--- src/rtl/uart_tx_fifo.sv ---
// uart_tx_fifo: UART transmitter fed by a small TX FIFO. The frame format (divisor, data bits,
// parity, stop bits) is sampled at each frame start.
// Optional feature macro UART_TX_BREAK_EN adds a brk input that holds the line low between
// frames and stalls FIFO pops.
module uart_tx_fifo #(
  parameter int unsigned DATA_W     = 8,
  parameter int unsigned FIFO_DEPTH = 8,
  parameter int unsigned DIV_W      = 16
) (
  input  logic                        clk,
  input  logic                        arst_n,
  input  logic [DIV_W-1:0]            baud_div,
  input  logic [3:0]                  data_bits,
  input  logic [1:0]                  parity_type,
  input  logic                        stop_bits,
`ifdef UART_TX_BREAK_EN
  input  logic                        brk,
`endif
  input  logic                        wr_en,
  input  logic [DATA_W-1:0]           wr_data,
  output logic                        full,
  output logic                        empty,
  output logic [$clog2(FIFO_DEPTH):0] level,
  output logic                        overflow,
  output logic                        tx,
  output logic                        tx_active,
  output logic                        tx_done
);
  localparam int unsigned AW = $clog2(FIFO_DEPTH);
  localparam int unsigned LW = AW + 1;
  localparam logic [LW-1:0] LevelFull = LW'(FIFO_DEPTH);
  localparam logic [3:0] BitsMax = 4'(DATA_W);

  logic brk_eff;
`ifdef UART_TX_BREAK_EN
  assign brk_eff = brk;
`else
  assign brk_eff = 1'b0;
`endif

  // ---------------------------------------------------------------- FIFO
  logic [DATA_W-1:0] mem_q [FIFO_DEPTH];
  logic [AW-1:0]     wr_ptr_q, rd_ptr_q;
  logic [LW-1:0]     level_q, level_d;
  logic              full_q, empty_q, overflow_q;
  logic              push, pop;

  // A write is judged against the registered full flag, so a same-cycle pop does not rescue it.
  assign push = wr_en & ~full_q;

  // Storage needs no reset; the pointers define which entries are valid.
  always_ff @(posedge clk) begin
    if (push) mem_q[wr_ptr_q] <= wr_data;
  end

  // Occupancy after this cycle's push and pop.
  always_comb begin
    level_d = level_q;
    if (push && !pop)      level_d = level_q + LW'(1);
    else if (pop && !push) level_d = level_q - LW'(1);
  end

  // Pointers, registered status flags and the sticky overflow flag.
  always_ff @(posedge clk or negedge arst_n) begin
    if (!arst_n) begin
      wr_ptr_q   <= '0;
      rd_ptr_q   <= '0;
      level_q    <= '0;
      full_q     <= 1'b0;
      empty_q    <= 1'b1;
      overflow_q <= 1'b0;
    end else begin
      if (push) wr_ptr_q <= wr_ptr_q + AW'(1);
      if (pop)  rd_ptr_q <= rd_ptr_q + AW'(1);
      level_q <= level_d;
      full_q  <= (level_d == LevelFull);
      empty_q <= (level_d == '0);
      if (wr_en && full_q) overflow_q <= 1'b1;
    end
  end

  assign full     = full_q;
  assign empty    = empty_q;
  assign level    = level_q;
  assign overflow = overflow_q;

  // ----------------------------------------------------------- Serializer
  typedef enum logic [2:0] {StIdle, StStart, StData, StParity, StStop} state_e;

  state_e            state_q, state_d;
  logic [DIV_W-1:0]  div_q, div_d, baud_cnt_q, baud_cnt_d;
  logic [3:0]        nbits_q, nbits_d, bit_cnt_q, bit_cnt_d;
  logic [1:0]        par_q, par_d;
  logic              stop2_q, stop2_d, acc_q, acc_d, tx_q, tx_d, active_q, active_d;
  logic [DATA_W-1:0] shift_q, shift_d;
  logic              bit_end, last_stop, load, par_bit;
  logic [3:0]        nbits_clamped;

  assign nbits_clamped = (data_bits < 4'd5)    ? 4'd5    :
                         (data_bits > BitsMax) ? BitsMax : data_bits;
  assign bit_end   = (baud_cnt_q == div_q);
  // In two-stop mode bit_cnt_q marks the second stop bit.
  assign last_stop = !stop2_q || (bit_cnt_q == 4'd1);
  // acc_q is the XOR of the data bits already sent.
  assign par_bit   = (par_q == 2'b01) ? ~acc_q : (par_q == 2'b10) ? acc_q : 1'b1;

  // Next-state, bit sequencing and frame start (FIFO pop plus format latch).
  always_comb begin
    state_d    = state_q;
    div_d      = div_q;
    nbits_d    = nbits_q;
    bit_cnt_d  = bit_cnt_q;
    par_d      = par_q;
    stop2_d    = stop2_q;
    acc_d      = acc_q;
    tx_d       = tx_q;
    active_d   = active_q;
    shift_d    = shift_q;
    baud_cnt_d = (state_q == StIdle || bit_end) ? '0 : baud_cnt_q + DIV_W'(1);
    load       = 1'b0;
    pop        = 1'b0;
    unique case (state_q)
      StIdle: begin
        tx_d     = ~brk_eff;
        active_d = 1'b0;
        load     = ~empty_q & ~brk_eff;
      end
      StStart: begin
        if (bit_end) begin
          state_d   = StData;
          tx_d      = shift_q[0];
          acc_d     = shift_q[0];
          shift_d   = shift_q >> 1;
          bit_cnt_d = 4'd1;
        end
      end
      StData: begin
        if (bit_end) begin
          if (bit_cnt_q == nbits_q) begin
            bit_cnt_d = '0;
            if (par_q == 2'b00) begin
              state_d = StStop;
              tx_d    = 1'b1;
            end else begin
              state_d = StParity;
              tx_d    = par_bit;
            end
          end else begin
            tx_d      = shift_q[0];
            acc_d     = acc_q ^ shift_q[0];
            shift_d   = shift_q >> 1;
            bit_cnt_d = bit_cnt_q + 4'd1;
          end
        end
      end
      StParity: begin
        if (bit_end) begin
          state_d = StStop;
          tx_d    = 1'b1;
        end
      end
      StStop: begin
        if (bit_end) begin
          if (!last_stop) begin
            bit_cnt_d = 4'd1;
          end else begin
            load = ~empty_q & ~brk_eff;
            if (!load) begin
              state_d  = StIdle;
              tx_d     = ~brk_eff;
              active_d = 1'b0;
            end
          end
        end
      end
      default: state_d = StIdle;
    endcase
    if (load) begin
      pop        = 1'b1;
      state_d    = StStart;
      tx_d       = 1'b0;
      active_d   = 1'b1;
      shift_d    = mem_q[rd_ptr_q];
      div_d      = baud_div;
      nbits_d    = nbits_clamped;
      par_d      = parity_type;
      stop2_d    = stop_bits;
      baud_cnt_d = '0;
      bit_cnt_d  = '0;
    end
  end

  // Serializer state; reset aborts any frame and parks the line high.
  always_ff @(posedge clk or negedge arst_n) begin
    if (!arst_n) begin
      state_q    <= StIdle;
      div_q      <= '0;
      baud_cnt_q <= '0;
      nbits_q    <= 4'd5;
      bit_cnt_q  <= '0;
      par_q      <= '0;
      stop2_q    <= 1'b0;
      acc_q      <= 1'b0;
      tx_q       <= 1'b1;
      active_q   <= 1'b0;
      shift_q    <= '0;
    end else begin
      state_q    <= state_d;
      div_q      <= div_d;
      baud_cnt_q <= baud_cnt_d;
      nbits_q    <= nbits_d;
      bit_cnt_q  <= bit_cnt_d;
      par_q      <= par_d;
      stop2_q    <= stop2_d;
      acc_q      <= acc_d;
      tx_q       <= tx_d;
      active_q   <= active_d;
      shift_q    <= shift_d;
    end
  end

  assign tx        = tx_q;
  assign tx_active = active_q;
  // High during the final clock of the last stop bit.
  assign tx_done   = (state_q == StStop) && bit_end && last_stop;

endmodule

--- config.mk ---
export PLATFORM = sky130hd
export DESIGN_NAME = uart_tx_fifo
export DESIGN_NICKNAME = d
export VERILOG_FILES = /design/src/rtl/uart_tx_fifo.sv
export SDC_FILE = /design/constraint.sdc
export NUM_CORES = 1
export LEC_CHECK = 0
export CORE_ASPECT_RATIO = 1.1
export CORE_MARGIN = 2
export CORE_UTILIZATION = 40
export DETAILED_ROUTE_END_ITERATION = 8
export PLACE_DENSITY_LB_ADDON = 0.05
export SETUP_SLACK_MARGIN = 0.5
export SYNTH_ARGS = -nofsm -noshare
export SYNTH_HDL_FRONTEND = slang
export SYNTH_SLANG_ARGS = --single-unit
--- constraint.sdc ---
create_clock -name clk -period 2.05 [get_ports clk]
set_input_delay 0.5125 -clock clk [delete_from_list [all_inputs] [get_ports clk]]
set_output_delay 0.5125 -clock clk [all_outputs]
set_load 0.01 [all_outputs]
==> results of run 1 <==
final cells by class:
| class | instances | share of cell area (%) |
|---|---|---|
| well taps | 192 | 2.67 |
| clock inverters | 13 | 1.22 |
| multi-input cells | 317 | 30.8 |
| clock buffers | 19 | 4.80 |
| inverters | 8 | 0.333 |
| flip-flops and latches | 134 | 40.9 |
| repair buffers | 169 | 19.3 |
timing repair:
action                     CTS  global route
gates resized for setup    129            61
buffers inserted            20            22
hold buffers                 0             0
pin swaps                   33            43
cloned                       4             2
setup endpoints to repair  140           135
flip-flops by register name (all words and copies together) (netlist names):
| signal | cells |
|---|---|
| tx_active | 1 |
| overflow | 1 |
| par_q | 2 |
| state_q | 3 |
| shift_q | 8 |
| bit_cnt_q | 4 |
| full | 1 |
| level | 4 |
| rd_ptr_q | 3 |
| tx | 1 |
| wr_ptr_q | 3 |
| mem_q | 64 |
| empty | 1 |
| stop2_q | 1 |
| acc_q | 1 |
| baud_cnt_q | 16 |
| nbits_q | 4 |
| div_q | 16 |
cells in the final DEF (no fill, tap or decap), types with 15 or more instances in the layout:
cell type                         netlist  routed
sky130_fd_sc_hd__buf_6                  2      28
sky130_fd_sc_hd__nand2_2                0      27
sky130_fd_sc_hd__buf_12                 0      15
sky130_fd_sc_hd__clkbuf_16              0      19
sky130_fd_sc_hd__clkdlybuf4s50_1        0      31
sky130_fd_sc_hd__nand2_1               93      59
sky130_fd_sc_hd__edfxtp_1              64      64
sky130_fd_sc_hd__mux4_2                16      16
sky130_fd_sc_hd__buf_4                  3      76
sky130_fd_sc_hd__nor2_1                42      38
sky130_fd_sc_hd__dfrtp_1               66      64
cell families (layout without fill, tap and decap cells):
logic type	Yosys count	count (layout)	synth area share, %
fa+ha+maj	7	7	1.47
simple gates	185	185	13.8
xor+xnor	42	42	6.29
flops	134	134	61.7
mux	24	24	7.38
buf+inv	28	209	2.35
compound gates	58	59	7.05
worst max path at each step:
stage                              start       to  slack, ns  cells after the start
after floorplan           baud_cnt_q[12]  tx_done      -0.03                      5
after global placement          div_q[4]  tx_done      -0.46                      5
after detailed placement        div_q[6]  tx_done      -0.49                      5
after CTS                  baud_cnt_q[4]  tx_done      -0.48                      5
after global routing        bit_cnt_q[3]     full      -0.58                      9
final                     baud_cnt_q[13]  tx_done      -0.49                      5
metal layers:
| layer | track usage (%) | wire (µm) |
|---|---|---|
| met1 | 22.7 | 5790 |
| met2 | 33.9 | 7810 |
| met3 | 4.80 | 535 |
| met4 | 8.14 | 330 |
| met5 | 0 | 0 |
through the flow:
stage / hold slack (ns) / total power [mW] / std cells / worst slack, ns / area [µm²]
finish: 0.0675 / 8.58 / 852 / -0.489 / 9010
global route: 0.0799 / 9.01 / 852 / -0.583 / 9010
CTS: 0.0683 / 8.50 / 828 / -0.483 / 8540
detailed placement: 0.453 / 5.33 / 772 / -0.491 / 7400
global placement: 0.441 / 5.29 / 772 / -0.459 / 7400
floorplan: 0.217 / 4.43 / 478 / -0.0280 / 6140
synth_stat cells, types with 8 or more instances:
cell and n:
sky130_fd_sc_hd__edfxtp_1 64, sky130_fd_sc_hd__nand2_1 93, sky130_fd_sc_hd__xor2_1 14, sky130_fd_sc_hd__nor2_1 42, sky130_fd_sc_hd__nand3_1 10, sky130_fd_sc_hd__a21o_1 8, sky130_fd_sc_hd__inv_1 8, sky130_fd_sc_hd__xnor2_1 27
sky130_fd_sc_hd__dfrtp_1 66, sky130_fd_sc_hd__mux4_2 16, sky130_fd_sc_hd__nand4_1 8, sky130_fd_sc_hd__nor3_1 9, sky130_fd_sc_hd__mux2i_1 8
critical path, delay by kind of cell, from the launching register on:
family	cells	cell delay (ns)
DFF	1	0.40
xor gates and xnor gates	1	0.19
buffers and inverters	1	0.15
and+or+nand+nor	3	0.86
where the power goes:
group / internal, mW / switching [mW]
Sequential: 3.24 / 0.298
Combinational: 1.22 / 1.05
Clock: 1.65 / 1.13
==> flow_metrics.env, run 1 <==
export IMPL_globalRoute_totalOverflow=0
export IMPL_crit_path_max_fo=2
export IMPL_dr_first_iter_drc_count=161
export IMPL_final_min_period_over_clock_period_pct=124
export IMPL_synth_seq_area_share_pct=61.7
export IMPL_violations="setup timing"
export IMPL_floorplan_initialDensity_pct=41.1
export IMPL_floorplan_die_area_um2=15900
export IMPL_critPathCaptureType="primary output"
export IMPL_relSlewSlack_pct=59.8
export IMPL_detailedRoute_firstPassIterationCount=4
export IMPL_chipWidth_um=120
export IMPL_grt_first_pass_wirelength_um=23600
export IMPL_groute_usage_overall_pct=19.4
export IMPL_routabilityCongestion=0.762
export IMPL_tritoncts="done"
export IMPL_floorplan_die_height_um=132
export IMPL_finalWorstSetupSlack_ns=-0.489
export IMPL_timing_critical_path_from_type="flip-flop"
export IMPL_mappedNetlistNets=519
export IMPL_dpl_hpwl_um=9130
export IMPL_synth_flop_cell="sky130_fd_sc_hd__dfrtp_1"
export IMPL_reg2reg_slack_ns=-0.42
export IMPL_via_count_of_the_first_global_routing_pass=4525
export IMPL_synth_top_cells_by_area="sky130_fd_sc_hd__edfxtp_1 (32%), sky130_fd_sc_hd__dfrtp_1 (28%), sky130_fd_sc_hd__mux4_2 (6.0%), sky130_fd_sc_hd__nand2_1 (5.9%), sky130_fd_sc_hd__xnor2_1 (4.0%)"
export IMPL_reg2reg_from="bit_cnt_q[3]"
export IMPL_worst_slew_pin_transition_ns=0.603
export IMPL_count_of_maximum_capacitance_violations=0
export IMPL_initial_antenna_violation_count=0
export IMPL_cp_data_required_time_ns=1.54
export IMPL_grt_start_max_net_pins=33
export IMPL_mean_syn_cell_area_um2=12.5
export IMPL_clock_sinks=134
export IMPL_grt_setup_unrepaired="true"
export IMPL_clkTransAtPathRegs_ns=0.06
export IMPL_number_of_remaining_drc_errors=0
export IMPL_core_um2=14500
export IMPL_cell_with_the_biggest_individual_delay_on_the_critical_path="sky130_fd_sc_hd__or4_4"
export IMPL_final_period_minus_worst_setup_slack_ns=2.54
export IMPL_static_leakage_power_nw=3.70
export IMPL_crit_path_arrival_time_ns=2.03
export IMPL_n_fill_cell=1147
export IMPL_register_area_um2=3680
export IMPL_irDropWorstVdd_mv=0.548
export IMPL_antenna_violating_nets_post_route=0
export IMPL_synth_async_reset_ratio_pct=52.2
export IMPL_number_of_levels_in_the_clock_h_tree=4
export IMPL_cpPeakStageDelay_ns=0.58
export IMPL_hp_class="in2async"
export IMPL_number_of_pins_exceeding_their_max_slew_limit_in_the_final_report=0
export IMPL_n_antenna_cell=0
export IMPL_vias=4275
export IMPL_clk_insertion_delay_late_ns=0.42
export IMPL_synth_largest_type_area_fraction_pct=32.2
export IMPL_multi_input_comb_area_um2=2780
export IMPL_detail_route_wl_per_cell_um=17.0
export IMPL_synth_edf_count=64
export IMPL_number_of_distinct_library_cell_variants_in_the_gate_level_netlist_after_synthesis=55
export IMPL_routed_via_density=5.02
export IMPL_fmaxAchievable_ghz=0.394
export IMPL_finalHoldViolations=0
export IMPL_timing_reg2reg_worst_path_depth=9
export IMPL_timing_clock_skew_ns=0.00583
export IMPL_path_class="reg2out"
export IMPL_reg2reg_to="full"
export IMPL_ys_ff_latch=134
export IMPL_layout_drive_gt1_share_pct=43.5
export IMPL_growth_of_design_area_from_synthesis_to_finish_pct=51.1
export IMPL_design_portCount=44
export IMPL_synthesis_yosys_warnings=0
export IMPL_run_status="complete, but fails checks"
export IMPL_post_synth_top_area_cell="sky130_fd_sc_hd__edfxtp_1"
export IMPL_netlist_area_um2=5960
export IMPL_power_per_cell_area_nw_per_um2=953
export IMPL_drt_total_wl_um=14500
export IMPL_row_count=46
export IMPL_instance_count_of_the_mapped_netlist=478
export IMPL_cts_root_buf="sky130_fd_sc_hd__clkbuf_16"
export IMPL_nets=688
export IMPL_cts_buffer_depth=2
export IMPL_setup_tns_final_ns=-15.23
export IMPL_layout_core_utilization_pct=62.1
export IMPL_path_cells="xnor2_2 -> nand4_2 -> or4_4 -> nor3_4 -> buf_2"
export IMPL_portBuffers=43
export IMPL_setup_viol=67
export IMPL_cts_inserted_buffers=17
No activity file was read; power rests on OpenSTA's default activity.
==> inputs of run 2 (changes only) <==
Settings changed: ABC_CLOCK_PERIOD_IN_PS set to 2050.
==> results of run 2 <==
Same layout as run 1: the final DEF is identical, and so are final timing and power.
